`src/rtl/flash_arbiter.sv`:
```
// Shares one QSPI flash reader between a CPU and an ADPCM audio requester.
// Audio wins ties, but only AUDIO_BURST_LIMIT times in a row while the CPU is waiting.
module flash_arbiter #(
  parameter int AUDIO_BURST_LIMIT = 4
) (
  input  logic        clk,
  input  logic        reset_n,
  input  logic        cpu_valid,
  input  logic [23:0] cpu_address,
  output logic        cpu_ready,
  output logic [31:0] cpu_data,
  input  logic        pcm_valid,
  input  logic [23:0] pcm_address,
  output logic        pcm_ready,
  output logic [31:0] pcm_data,
  output logic        flash_valid,
  output logic [23:0] flash_address,
  input  logic        flash_ready,
  input  logic [31:0] flash_data,
  output logic        busy
);

  localparam int SW = (AUDIO_BURST_LIMIT > 0) ? $clog2(AUDIO_BURST_LIMIT + 1) : 1;
  localparam logic [SW-1:0] STREAK_MAX  = SW'(AUDIO_BURST_LIMIT);
  localparam logic [SW-1:0] STREAK_ONE  = SW'(1);
  localparam logic [SW-1:0] STREAK_ZERO = SW'(0);

  typedef enum logic [1:0] {
    IDLE    = 2'd0,
    READ    = 2'd1,
    RESPOND = 2'd2
  } state_t;

  state_t        state_q;
  logic [SW-1:0] pcm_streak_q;
  logic [SW-1:0] pcm_streak_d;
  logic          pcm_wins_s;
  logic          grant_pcm_q;
  logic          flash_valid_q;
  logic [23:0]   flash_address_q;
  logic          cpu_ready_q;
  logic [31:0]   cpu_data_q;
  logic          pcm_ready_q;
  logic [31:0]   pcm_data_q;
  logic          busy_q;

  // Winner of an IDLE arbitration and the streak value that grant leaves behind
  always_comb begin
    pcm_wins_s   = 1'b0;
    pcm_streak_d = STREAK_ZERO;
    if (pcm_valid && !(cpu_valid && (pcm_streak_q == STREAK_MAX))) begin
      pcm_wins_s = 1'b1;
      if (!cpu_valid) begin
        pcm_streak_d = STREAK_ZERO;
      end else if (pcm_streak_q == STREAK_MAX) begin
        pcm_streak_d = pcm_streak_q;
      end else begin
        pcm_streak_d = pcm_streak_q + STREAK_ONE;
      end
    end else begin
      pcm_wins_s   = 1'b0;
      pcm_streak_d = STREAK_ZERO;
    end
  end

  // Arbitration FSM; every output is a register so ready/data align with RESPOND
  always_ff @(posedge clk or negedge reset_n) begin
    if (!reset_n) begin
      state_q         <= IDLE;
      pcm_streak_q    <= STREAK_ZERO;
      grant_pcm_q     <= 1'b0;
      flash_valid_q   <= 1'b0;
      flash_address_q <= 24'd0;
      cpu_ready_q     <= 1'b0;
      cpu_data_q      <= 32'd0;
      pcm_ready_q     <= 1'b0;
      pcm_data_q      <= 32'd0;
      busy_q          <= 1'b0;
    end else begin
      case (state_q)
        IDLE: begin
          if (cpu_valid || pcm_valid) begin
            state_q         <= READ;
            grant_pcm_q     <= pcm_wins_s;
            pcm_streak_q    <= pcm_streak_d;
            flash_valid_q   <= 1'b1;
            flash_address_q <= pcm_wins_s ? pcm_address : cpu_address;
            busy_q          <= 1'b1;
          end else begin
            flash_valid_q <= 1'b0;
            busy_q        <= 1'b0;
          end
        end
        READ: begin
          if (flash_ready) begin
            state_q         <= RESPOND;
            flash_valid_q   <= 1'b0;
            flash_address_q <= 24'd0;
            if (grant_pcm_q) begin
              pcm_ready_q <= 1'b1;
              pcm_data_q  <= flash_data;
            end else begin
              cpu_ready_q <= 1'b1;
              cpu_data_q  <= flash_data;
            end
          end else begin
            flash_valid_q <= 1'b1;
          end
        end
        // Requests are deliberately not sampled here; the next look is from IDLE
        RESPOND: begin
          state_q     <= IDLE;
          cpu_ready_q <= 1'b0;
          cpu_data_q  <= 32'd0;
          pcm_ready_q <= 1'b0;
          pcm_data_q  <= 32'd0;
          busy_q      <= 1'b0;
        end
        default: begin
          state_q         <= IDLE;
          flash_valid_q   <= 1'b0;
          flash_address_q <= 24'd0;
          cpu_ready_q     <= 1'b0;
          cpu_data_q      <= 32'd0;
          pcm_ready_q     <= 1'b0;
          pcm_data_q      <= 32'd0;
          busy_q          <= 1'b0;
        end
      endcase
    end
  end

  assign flash_valid   = flash_valid_q;
  assign flash_address = flash_address_q;
  assign cpu_ready     = cpu_ready_q;
  assign cpu_data      = cpu_data_q;
  assign pcm_ready     = pcm_ready_q;
  assign pcm_data      = pcm_data_q;
  assign busy          = busy_q;

endmodule

```
`config.mk`:
```
export PLATFORM = sky130hd
export DESIGN_NAME = flash_arbiter
export DESIGN_NICKNAME = d
export VERILOG_FILES = /design/src/rtl/flash_arbiter.sv
export SDC_FILE = /design/constraint.sdc
export NUM_CORES = 1
export LEC_CHECK = 0
export CAP_MARGIN = 15
export CORE_MARGIN = 4
export CORE_UTILIZATION = 50
export DETAILED_ROUTE_END_ITERATION = 10
export DONT_BUFFER_PORTS = 1
export MAX_ROUTING_LAYER = met4
export PLACE_DENSITY = 0.74
export SLEW_MARGIN = 20
export SYNTH_ARGS = -nofsm -noshare
export SYNTH_HDL_FRONTEND = slang
export SYNTH_SLANG_ARGS = --single-unit
export TNS_END_PERCENT = 100
```
`constraint.sdc`:
```
create_clock -name clk -period 4.4 [get_ports clk]
set_input_delay 1.1 -clock clk [delete_from_list [all_inputs] [get_ports clk]]
set_output_delay 1.1 -clock clk [all_outputs]
set_load 0.02 [all_outputs]
```
==> out/results.txt <==
Worst Skew: 0.0168 ns
WP depth: 3
arrival time at the worst endpoint: 2.55 ns
total CTS buffers: 9
post-synthesis cell area: 4360 sq um
Hold Slack: 0.419 ns
launch point of the worst path: cpu_valid
Worst EP required: 4.59 ns
Die Y-Extent: 101 um
status: finished clean
antenna violations before repair: 0
Port Buffer Count: 0
clk slew on worst S/H paths: 0.11 ns
maximum clock path buffer count: 2
Tightest Hold Check Type: input pin to asynchronous set/reset pin
FF-to-FF path depth: 5
YS warnings: 0
EDFF count, synth: 0
GRT Residual Overflow: 0
Die Span X: 101 um
Crit Path Category: input pin to register
main flop type after synthesis: dfrtp_1
CTS tree: yes
WP buf/inv: 0
fmax: 423 MHz
critical path capture point type: register
Worst R2R Start: pcm_streak_q[0]
Post-Synth XOR/XNOR Area: 0
syn_area_per_cell: 11.0 sq um
worst reg2reg endpoint: grant_pcm_q
drt wl/cell: 20.1 um
Synth Area in Simple Gates: 0.143
crit path capture: flash_address[6]
Slew Viols, Final: 0
Rows: 33
Power Dens Cells: 784 nW/um^2
detailed-placement wirelength estimate: 6910 um
Cell variety after synth: 38
root buffer cell: clkbuf_8
routed wire length: 9770 um
clock insertion delay at the later pin of the skew report: 0.36 ns
Vias per Instance: 5.95
clock sinks: 98
hold buffers post-CTS: 0
H-tree levels: 3
Crit-path slowest cell: and2_1
Async S/R FF share, synth: 1.00
Sum Neg Setup Slack: 0 ns
FF+latch count, synth: 98
critical path's top delay family: simple AND/OR/NAND/NOR gates
syn nets: 482
unrepaired setup endpoints after global routing: false
Post-Synth Adder-Cell Area: 0.00574
drt initial violations: 98
setup bufs post-CTS: 0
Final Critical Period: 2.37 ns
gr usage total: 0.198
drt pass-1 iters: 4
area grow syn2layout: 3.73%
Tcrit/Tclk final: 0.538
peak supply drop: 254 uV
max-cap violations: 0
starting density of the core: 0.523
post-cts repair resize count: 0
multiplexer area fraction after synthesis: 0.116
gpl congestion: 0.748
worst slew pin tran: 1.09 ns
Critical Path Source Type: input pin
Diodes inserted: 0
via count of the routed design: 2900
post-synthesis compound-gate area fraction: 0.0895
Final Hold Viols: 0
Die ar.: 10300 sq um
CP max stage delay: 0.81 ns
main combinational cell family by area after synthesis: simple AND/OR/NAND/NOR gates
Seq/Total Area, Yosys: 0.562
Leak Pwr: 2.14 nW
Worst Path Max Fanout: 27
nets@finish: 464
share of cells above drive strength 1: 0.147
# setup viols final: 0
fillers: 734
total I/O pin count: 177
global-route wire length before repair: 15700 um
number of global-route vias before repair: 3100
r2r setup slk: 2.15 ns
cells after synthesis: 395
CP cell instances: nand3_2 > and2_1 > o221ai_1
Antenna Nets Post-Route: 0
DR DRC count: 0
largest net degree at the start of global routing: 99
core area: 8340 sq um
Relative slew margins: 0.269
[cells in the mapped netlist (2+ instances only)]
master / number / area (sq um)
nor2_1: 3 / 11.3
ha_1: 2 / 25.0
inv_1: 46 / 173
nand3_1: 24 / 120
buf_4: 8 / 60.1
o21ai_0: 19 / 95.1
o221ai_1: 24 / 210
nand4_1: 26 / 163
buf_2: 8 / 40.0
nand2_1: 38 / 143
and2_1: 15 / 93.8
buf_6: 4 / 45.0
mux2i_1: 20 / 200
clkbuf_1: 12 / 45.0
dfrtp_1: 98 / 2450
mux2_2: 26 / 293
[metal layers]
| layer | vias up | share of wire | GRT usage |
|---|---|---|---|
| li1 | 1332 | - | - |
| met1 | 1423 | 0.37 | 0.228 |
| met2 | 135 | 0.50 | 0.323 |
| met3 | 10 | 0.11 | 0.0730 |
| met4 | 0 | 0.011 | 0.0583 |
| met5 | - | 0 | - |
[how the worst min path moves through the flow]
| stage | start | end | slack [ns] |
|---|---|---|---|
| 2_1_floorplan | pcm_streak_q[0] | pcm_streak_q[0] | 0.54 |
| 3_3_place_gp | pcm_streak_q[0] | pcm_streak_q[0] | 0.55 |
| 3_5_place_dp | pcm_streak_q[0] | pcm_streak_q[0] | 0.56 |
| 4_1_cts | reset_n | cpu_data[14] | 0.40 |
| 5_1_grt | reset_n | cpu_data[14] | 0.38 |
| 6_report | reset_n | cpu_data[14] | 0.42 |
[sequential cells by signal, summed over array words and instances, names as in the netlist, 2 cells and up]
name and cells:
cpu_data 32, flash_address 24, pcm_data 32, pcm_streak_q 3, state_q 2
[stage by stage]
stage	cell area (sq um)	total power [W]	setup WS (ns)	cells	util
4_1_cts	4520	0.00360	2.05	487	0.542
3_5_place_dp	4340	0.00305	1.65	471	0.520
5_1_grt	4520	0.00380	1.91	487	0.542
2_1_floorplan	4360	0.00282	2.29	395	-
6_report	4520	0.00355	2.03	487	0.542
3_3_place_gp	4340	0.00298	1.68	471	0.520
[cell families after synthesis]
group | after synthesis
simple gates | 117
flops | 98
buf+inv | 78
compound gates | 53
mux | 47
fa+ha+maj | 2
[cell usage in the layout, fill, tap and decap left out, drive strengths merged, types with 2 or more instances in the layout]
cell type / n
nor2: 5
nand3: 25
a31oi: 2
mux2i: 20
nor2b: 2
and2: 16
a21oi: 2
nand2: 38
buf: 3
inv: 49
o221ai: 24
or2: 2
nand4: 26
ha: 2
dfrtp: 98
o21ai: 19
clkinv: 3
mux2: 27
clkbuf: 9
[layout make-up]
cell class	instances	area (sq um)	share of cell area
clock inverter	7	61.3	0.0136
timing repair buffer	3	22.5	0.00498
tap	105	131	0.0290
multi-input combinational	219	1560	0.345
sequential	98	2450	0.542
inverter	46	173	0.0382
clock buffer	9	124	0.0274
[report_power, final]
part | switching [W] | leakage, nW | internal [W]
Sequential | 0.000739 | 1.28 | 0.00127
Combinational | 0.000564 | 0.764 | 0.000430
Clock | 0.000327 | 0.0936 | 0.000217
Power figures use the tool's default switching activity.
